$ cat src/rtl/cla_seq32.sv
// Sequential 32-bit add/subtract unit: eight nibble passes through one 4-bit
// carry-lookahead adder, with registered result and NZCV-style flags.

module cla4 (
    input  logic [3:0] a,
    input  logic [3:0] b,
    input  logic       ci,
    output logic [3:0] s,
    output logic       co
);
    logic [3:0] g;
    logic [3:0] p;
    logic [4:0] c;

    assign g = a & b;
    assign p = a ^ b;

    // Every carry is formed directly from g/p/ci, so no carry ripples between bits.
    assign c[0] = ci;
    assign c[1] = g[0] | (p[0] & ci);
    assign c[2] = g[1] | (p[1] & g[0]) | (p[1] & p[0] & ci);
    assign c[3] = g[2] | (p[2] & g[1]) | (p[2] & p[1] & g[0]) | (p[2] & p[1] & p[0] & ci);
    assign c[4] = g[3] | (p[3] & g[2]) | (p[3] & p[2] & g[1]) | (p[3] & p[2] & p[1] & g[0])
                | (p[3] & p[2] & p[1] & p[0] & ci);

    assign s  = p ^ c[3:0];
    assign co = c[4];
endmodule

module cla_seq32 (
    input  logic        clk,
    input  logic        reset,
    input  logic        start,
    input  logic        op,
    input  logic [31:0] a,
    input  logic [31:0] b,
    output logic [31:0] result,
    output logic        co,
    output logic        ov,
    output logic        z,
    output logic        n,
    output logic        busy,
    output logic        done
);
    typedef enum logic [1:0] {IDLE, RUN, DONE} state_t;

    state_t      state;
    state_t      state_next;
    logic [31:0] a_q;
    logic [31:0] b_q;
    logic [31:0] work;
    logic [2:0]  idx;
    logic        carry;
    logic [3:0]  nib_s;
    logic        nib_co;
    logic        accept;
    logic [31:0] sum_full;

    cla4 u_cla4 (
        .a  (a_q[{idx, 2'b00} +: 4]),
        .b  (b_q[{idx, 2'b00} +: 4]),
        .ci (carry),
        .s  (nib_s),
        .co (nib_co)
    );

    // A start arriving mid-RUN is dropped, not queued.
    assign accept   = start && (state != RUN);
    assign sum_full = {nib_s, work[27:0]};

    // NOTE: every signal written in always_comb gets a default first, so no path leaves it unassigned and no latch is inferred.
    always_comb begin
        state_next = state;
        busy       = 1'b0;
        done       = 1'b0;
        case (state)
            IDLE: if (start) state_next = RUN;
            RUN: begin
                busy = 1'b1;
                if (idx == 3'd7) state_next = DONE;
            end
            DONE: begin
                done       = 1'b1;
                state_next = start ? RUN : IDLE;
            end
            default: state_next = IDLE;
        endcase
    end

    // NOTE: state registers use non-blocking assignments so all flops see pre-edge values.
    always_ff @(posedge clk) begin
        if (reset) begin
            state  <= IDLE;
            a_q    <= '0;
            b_q    <= '0;
            work   <= '0;
            idx    <= '0;
            carry  <= 1'b0;
            result <= '0;
            co     <= 1'b0;
            ov     <= 1'b0;
            z      <= 1'b1;
            n      <= 1'b0;
        end else begin
            state <= state_next;
            if (accept) begin
                a_q   <= a;
                b_q   <= b ^ {32{op}};
                idx   <= '0;
                carry <= op;
            end else if (state == RUN) begin
                work[{idx, 2'b00} +: 4] <= nib_s;
                carry                   <= nib_co;
                if (idx != 3'd7) begin
                    idx <= idx + 3'd1;
                end else begin
                    // Last nibble: publish the assembled sum and flags in one step.
                    result <= sum_full;
                    co     <= nib_co;
                    ov     <= (a_q[31] == b_q[31]) && (nib_s[3] != a_q[31]);
                    z      <= (sum_full == 32'd0);
                    n      <= nib_s[3];
                end
            end
        end
    end
endmodule

$ cat config.mk
export PLATFORM = sky130hd
export DESIGN_NAME = cla_seq32
export DESIGN_NICKNAME = d
export VERILOG_FILES = /design/src/rtl/cla_seq32.sv
export SDC_FILE = /design/constraint.sdc
export NUM_CORES = 1
export LEC_CHECK = 0
export ABC_CLOCK_PERIOD_IN_PS = 4500
export BUFFER_PORTS_ARGS = -buffer_cell sky130_fd_sc_hd__buf_2
export CAP_MARGIN = 25
export CELL_PAD_IN_SITES_DETAIL_PLACEMENT = 1
export CELL_PAD_IN_SITES_GLOBAL_PLACEMENT = 2
export CORE_MARGIN = 5
export CORE_UTILIZATION = 36
export DETAILED_ROUTE_END_ITERATION = 6
export PLACE_DENSITY = 0.93
export SETUP_SLACK_MARGIN = 0.05
export SLEW_MARGIN = 0
export SYNTH_ARGS = -nofsm -noshare
export SYNTH_HDL_FRONTEND = slang
export SYNTH_SLANG_ARGS = --single-unit
$ cat constraint.sdc
create_clock -name clk -period 4.5 [get_ports clk]
set_input_delay 0.225 -clock clk [delete_from_list [all_inputs] [get_ports clk]]
set_output_delay 0.225 -clock clk [all_outputs]
set_load 0.02 [all_outputs]
==> impl_metrics.csv, run 1 <==
group,metric,value,unit
drt,drc,0,
grt,grt_usage,18.0,%
placement,dp_hpwl,11.6,mm
pwr,p_leak,2.75,nW
synth,synthAdderAreaFrac,2.08,%
pwr,peakVddDrop,291,µV
synth,synth_top_family_by_area,"simple AND/OR/NAND/NOR gates",
drt,wl_per_cell,16.4,µm
setup_path,cp_max_fo,9,
grt,grt_max_degree,80,
sta,drv_slew,0,
setup_path,critPathMaxStageDelay,640,ps
floorplanning,coreArea,15800,µm²
sta,fin_tns_setup,0,ps
drt,via_per_inst,5.07,
clocking,cts_resized,0,
synth,synth.distinct_cells,46,
sta,clock-skew-final,5.93,ps
placement,dpl_worst_slack,884,ps
pwr,clkPwrFrac,43.7,%
hold_path,hp-class,"in -> reg",
synth,ys_ff_latch,133,
sta,worstMarginPinSlew,998,ps
synth,yosys_warnings,0,
clocking,postCtsSetupRepairBufs,0,
clocking,cts_sinks,133,
grt,overflow,0,
clocking,clock_latency,420,ps
synth,synth-edff-count,0,
final_layout,n_antenna_cell,0,
pwr,power.combinational.fraction,11.5,%
synth,yosys.area_share.simple,21.2,%
clocking,clk_pin_slew,50,ps
sta,finalHoldViolCount,0,
synth,synth_area_leader_cell,"dfxtp_1",
sta,rsz0062_at_grt,"no",
sta,fin_crit_sh,73.2,%
sta,fin_crit,3300,ps
clocking,cts_tree,"done",
sta,relSlewSlack,33.3,%
floorplanning,io_pins,106,
grt,antenna_found_initial,1,
synth,ys_seq_area_share,46.0,%
setup_path,cp-end-kind,"flop",
sta,setup_viol,0,
pwr,internal_power,0.00211,W
setup_path,worstPathRequired,4850,ps
clocking,ctsHoldBuffers,0,
grt,grt_pass1_vias,5479,
synth,netlist.area_leader.share,46.0,%
drt,firstDrtPassIters,4,
drt,wirelength,16.1,mm
floorplanning,num_rows,46,
setup_path,cp_cell_sequence,"buf_8, mux4_2, nand2_1, nand2_1, fa_1, nor4_1, nand4_1, or4_1, o21ai_1",
synth,synthesis.area,5780,µm²
setup_path,arrival,3650,ps
outcome,status,"finished clean",
clocking,cts-buffers-inserted,17,
final_layout,drive_above_1_share,21.1,%
synth,synth.net_count,749,
sta,fmax,303,MHz
setup_path,crit_type,"reg -> reg",
clocking,clock_path_buffers,2,
pwr,switching_share,24.8,%
floorplanning,start_util,36.5,%
synth,synth_area_per_cell,8.61,µm²
drt,ant_nets,0,
synth,synthCells,672,
setup_path,cpMostUsedCell,"nand2_1",
synth,synthTopCellsByArea,"dfxtp_1 (46%), nand2_1 (11%), a21oi_1 (7.1%)",
synth,async_flop_share,0,%
placement,gp_congestion,0.834,
synth,synth-compound-area-share,13.6,%
floorplanning,die_width,137,µm
pwr,power_switching,0.000699,W
floorplanning,die_h,137,µm
grt,grt_pass1_wl,26.5,mm
setup_path,crit_path_top_delay_cell,"dfxtp_1",
synth,synth_xor_area_share,5.00,%
final_layout,synthToLayoutAreaGrowth,20.6,%
final_layout,final_nets,829,
job,drv_cap,0,
clocking,cts_htree_levels,4,
synth,ys.flop_type,"dfxtp_1",
synth,muxShareOfSynthArea,8.13,%
drt,num_vias,4968,
placement,io_buffer_count,105,
pwr,pwr-share-seq,44.8,%
floorplanning,die_area,18700,µm²
synth,synth_most_common_cell,"nand2_1",
sta,layout_setup_ws,1200,ps
clocking,clockRootBuffer,"clkbuf_16",
final_layout,fillers,1922,
setup_path,crit_path_start_kind,"flop",
synth,synthTopCellsByCount,"nand2_1 (166), dfxtp_1 (133), a21oi_1 (82), nor2_1 (56), a211oi_1 (35)",
drt,dr.first_iter.drc_count,241,
pwr,cellPowerDensity,403,nW/µm²
## sequential cells by signal, summed over array words and instances (netlist names)
signal / count
z: 1
work: 28
state: 2
ov: 1
carry: 1
co: 1
result: 32
b_q: 32
a_q: 32
idx: 3
## cell families after synthesis
group / count (synthesis)
multiplexers: 27
adder cells (fa/ha/maj): 9
flip-flops: 133
XOR/XNOR: 33
buffers and inverters: 57
AO/OA/AOI/OAI: 131
AND/OR/NAND/NOR: 282
## layer usage
| metal | track usage [%] | wire length [µm] |
|---|---|---|
| met1 | 20.4 | 6800 |
| met2 | 32.7 | 8260 |
| met3 | 4.78 | 673 |
| met4 | 6.27 | 346 |
| met5 | 0 | 7 |
## worst max-delay path, delay by kind of cell, from the launching register on
family                   cells  cell delay (ps)
flip-flops                   1              640
multiplexers                 1              500
AND/OR/NAND/NOR              5             1090
adder cells (fa/ha/maj)      1              630
AO/OA/AOI/OAI                1              140
buffers and inverters        1              230
## through the flow
step                util, %  power [W]  cells  hold WS [ps]  area, µm²
floorplan                 -    0.00150    672           361       5780
global placement       40.5    0.00159    946           441       6410
detailed placement     40.5    0.00160    946           448       6410
CTS                    43.8    0.00284    976          27.3       6930
global route           44.1    0.00293    979          35.0       6980
finish                 44.1    0.00281    979          45.6       6980
## placed cells by master (no fill, tap or decap), types with 2 or more instances in the layout
cell       synthesis  layout
nand2_1          166     166
dfxtp_1          133     133
buf_2             12     104
a21oi_1           82      82
nor2_1            56      56
a211oi_1          35      35
xnor2_1           32      32
clkbuf_16          0      17
mux4_2            16      16
nand4_1           12      12
nand3_1           12      12
mux2i_1           11      11
ha_1               8       8
nand2b_1           6       6
nor4_1             6       6
buf_4              1       6
clkinv_2           0       5
inv_1              4       4
nor3_1             4       4
and3_1             4       4
clkbuf_8           0       4
clkbuf_1          31       4
nor2b_1            3       3
a211o_1            3       3
a21o_1             2       2
a22oi_1            2       2
buf_8              0       2
## power by group through the flow
stage	combinational [W]	clock [W]	sequential, W
5_1_grt	0.000359	0.00131	0.00127
3_5_place_dp	0.000313	0	0.00129
2_1_floorplan	0.000230	0	0.00127
3_3_place_gp	0.000298	0	0.00129
6_report	0.000323	0.00123	0.00126
4_1_cts	0.000316	0.00126	0.00127
## layout make-up
class / instances / area, µm² / area share [%]
Multi-Input combinational cell: 482 / 2890 / 41.4
Sequential cell: 133 / 2660 / 38.2
Timing Repair Buffer: 113 / 616 / 8.82
Clock buffer: 25 / 495 / 7.10
Tap cell: 216 / 270 / 3.87
Clock inverter: 5 / 25.0 / 0.359
Inverter: 5 / 18.8 / 0.269
## worst paths after layout
check / from / cells past startpoint / slack, ps / end
worst max-delay path: idx[0]$_SDFFE_PP0P_ / 9 / 1200 / z$_SDFFE_PP1P_
worst min-delay path: a[9] / 3 / 50 / a_q[9]$_SDFFE_PP0P_
worst max register to register: idx[0]$_SDFFE_PP0P_ / 9 / 1200 / z$_SDFFE_PP1P_
worst min register to register: result[12]$_SDFFE_PP0P_ / 2 / 450 / result[12]$_SDFFE_PP0P_
Note: power is estimated with default switching activity, not from simulation.
==> run 2, diff against run 1 <==
--- a/config.mk
+++ b/config.mk
@@ -5,15 +5,15 @@
 export SDC_FILE = /design/constraint.sdc
 export NUM_CORES = 1
 export LEC_CHECK = 0
-export ABC_CLOCK_PERIOD_IN_PS = 4500
+export ABC_CLOCK_PERIOD_IN_PS = 2900
 export BUFFER_PORTS_ARGS = -buffer_cell sky130_fd_sc_hd__buf_2
 export CAP_MARGIN = 25
 export CELL_PAD_IN_SITES_DETAIL_PLACEMENT = 1
 export CELL_PAD_IN_SITES_GLOBAL_PLACEMENT = 2
 export CORE_MARGIN = 5
-export CORE_UTILIZATION = 36
+export CORE_UTILIZATION = 30
 export DETAILED_ROUTE_END_ITERATION = 6
-export PLACE_DENSITY = 0.93
+export PLACE_DENSITY = 0.84
 export SETUP_SLACK_MARGIN = 0.05
 export SLEW_MARGIN = 0
 export SYNTH_ARGS = -nofsm -noshare
==> constraint.sdc (replaced) <==
create_clock -name clk -period 2.9 [get_ports clk]
set_input_delay 0.145 -clock clk [delete_from_list [all_inputs] [get_ports clk]]
set_output_delay 0.145 -clock clk [all_outputs]
set_load 0.02 [all_outputs]
==> impl_metrics.csv, run 2 (synthesized netlist as in run 1, its figures left out) <==
group,metric,value,unit
outcome,status,"complete, but fails checks",
outcome,violations,"negative hold slack",
sta,rsz0062_at_grt,"no",
placement,dpl_worst_slack,91.1,ps
setup_path,critPathMaxStageDelay,510,ps
sta,hold-worst-slack,-1.53,ps
floorplanning,die_area,22200,µm²
pwr,switching_share,24.9,%
sta,setup_viol,0,
drt,drc,0,
pwr,peakVddDrop,344,µV
sta,fin_crit_sh,94.9,%
setup_path,arrival,3100,ps
sta,layout_setup_ws,147,ps
drt,num_vias,5104,
placement,dpl_cell_area,6610,µm²
hold_path,hp-class,"in -> reg",
final_layout,largestRegisters,"a_q (32), b_q (32), result (32)",
final_layout,fillers,2193,
grt,grt_pass1_wl,27.5,mm
pwr,pwr-share-seq,41.3,%
final_layout,final_nets,872,
pwr,power_switching,0.00118,W
final_layout,final_area,7580,µm²
setup_path,cp_max_fo,8,
final_layout,n_antenna_cell,0,
sta,finalHoldViolCount,1,
sta,clock-skew-final,19.2,ps
floorplanning,io_pins,106,
floorplanning,num_rows,50,
setup_path,crit_path_top_delay_cell,"or4_4",
setup_path,critPathBufInv,1,
setup_path,cpLargestDelayFamily,"simple AND/OR/NAND/NOR gates",
grt,grt_pass1_vias,5249,
setup_path,cp_cell_sequence,"buf_12, mux4_2, nand2_1, nand2_2, fa_1, nor4_2, nand4_1, or4_4, o21ai_2",
floorplanning,die_h,149,µm
setup_path,worstPathRequired,3250,ps
grt,antenna_found_initial,0,
drt,via_per_inst,4.78,
drt,firstDrtPassIters,4,
pwr,p_leak,2.98,nW
placement,io_buffer_count,105,
setup_path,cp-end-kind,"flop",
sta,relSlewSlack,41.8,%
floorplanning,die_width,149,µm
placement,dp_hpwl,11.8,mm
clocking,clock_latency,430,ps
drt,wirelength,16.7,mm
clocking,cts_tree,"done",
grt,grt_usage,15.5,%
pwr,clkPwrFrac,46.5,%
sta,fin_crit,2750,ps
final_layout,drive_above_1_share,23.5,%
sta,drv_slew,0,
clocking,cts_htree_levels,4,
clocking,clk_pin_slew,60,ps
setup_path,crit_type,"reg -> reg",
pwr,internal_power,0.00356,W
final_layout,synthToLayoutAreaGrowth,31.0,%
sta,worstMarginPinSlew,874,ps
pwr,cellPowerDensity,625,nW/µm²
grt,overflow,0,
placement,gp_congestion,0.822,
pwr,power.combinational.fraction,12.2,%
grt,grt_max_degree,97,
final_layout,final_common_cell,"nand2_1",
sta,fmax,363,MHz
clocking,clock_path_buffers,2,
setup_path,crit_path_start_kind,"flop",
floorplanning,start_util,30.7,%
clocking,cts_sinks,133,
sta,fin_tns_setup,0,ps
drt,dr.first_iter.drc_count,214,
final_layout,layout_common_cells,"nand2_1 (164), dfxtp_1 (132), buf_2 (104), a21oi_1 (82), nor2_1 (56)",
clocking,cts-buffers-inserted,17,
job,drv_cap,0,
clocking,clockRootBuffer,"clkbuf_16",
drt,wl_per_cell,15.6,µm
floorplanning,coreArea,18800,µm²
drt,ant_nets,0,
==> run 2: cell types whose count changed in the layout (fill, tap and decap cells not counted), moves of 3 or more <==
cell / before / now
clkinv_2: 5 / 1
clkbuf_1: 4 / 1
buf_4: 6 / 21
dlygate4sd3_1: 0 / 27
==> run 2: tightest hold or removal path, delay by kind of cell <==
| kind | cells | cell delay, ps |
|---|---|---|
| AND/OR/NAND/NOR | 1 | 70 |
| buffers and inverters | 1 | 90 |
| AO/OA/AOI/OAI | 1 | 60 |
==> run 2: power by group through the flow <==
stage | Clock (W) | Combinational [W] | Sequential [W]
floorplan | 0 | 0.000358 | 0.00197
global placement | 0 | 0.000522 | 0.00199
detailed placement | 0 | 0.000532 | 0.00200
CTS | 0.00224 | 0.000564 | 0.00196
global route | 0.00234 | 0.000639 | 0.00196
finish | 0.00220 | 0.000578 | 0.00196
==> run 2: cell type report <==
cell class,count,area (µm²),area share [%]
Multi-Input combinational cell,482,2930,38.7
Timing Repair Buffer,156,1020,13.5
Clock inverter,9,115,1.52
Clock buffer,23,498,6.57
Sequential cell,133,2670,35.2
Inverter,5,18.8,0.248
Tap cell,260,325,4.29
==> run 2: per-layer routing <==
layer | vias to the layer above | share of wire, % | track usage [%]
li1 | 2561 | - | -
met1 | 2440 | 47 | 20.3
met2 | 95 | 48 | 25.7
met3 | 8 | 3.8 | 4.22
met4 | 0 | 0.80 | 3.34
met5 | - | 0 | 0
==> run 2: what timing repair did <==
action                     4_1_cts  5_1_grt
resized for setup                1        9
setup endpoints to repair        1        2
hold endpoints to repair        27        0
setup buffers                    0        4
hold buffers                    27        0
pin swaps                        0        3
==> run 2: worst paths after layout <==
kind / startpoint / to / slack [ps] / depth (start not counted)
max: idx[0]$_SDFFE_PP0P_ / z$_SDFFE_PP1P_ / 150 / 9
min: a[26] / a_q[26]$_SDFFE_PP0P_ / -2 / 3
max reg2reg: idx[0]$_SDFFE_PP0P_ / z$_SDFFE_PP1P_ / 150 / 9
min reg2reg: result[7]$_SDFFE_PP0P_ / result[7]$_SDFFE_PP0P_ / 450 / 2
==> run 2: stage by stage <==
| stage | std cells | power (W) | util, % |
|---|---|---|---|
| 5_1_grt | 1068 | 0.00494 | 40.2 |
| 2_1_floorplan | 672 | 0.00233 | - |
| 3_3_place_gp | 1005 | 0.00252 | 35.1 |
| 4_1_cts | 1064 | 0.00476 | 39.8 |
| 3_5_place_dp | 1005 | 0.00253 | 35.1 |
| 6_report | 1068 | 0.00473 | 40.2 |
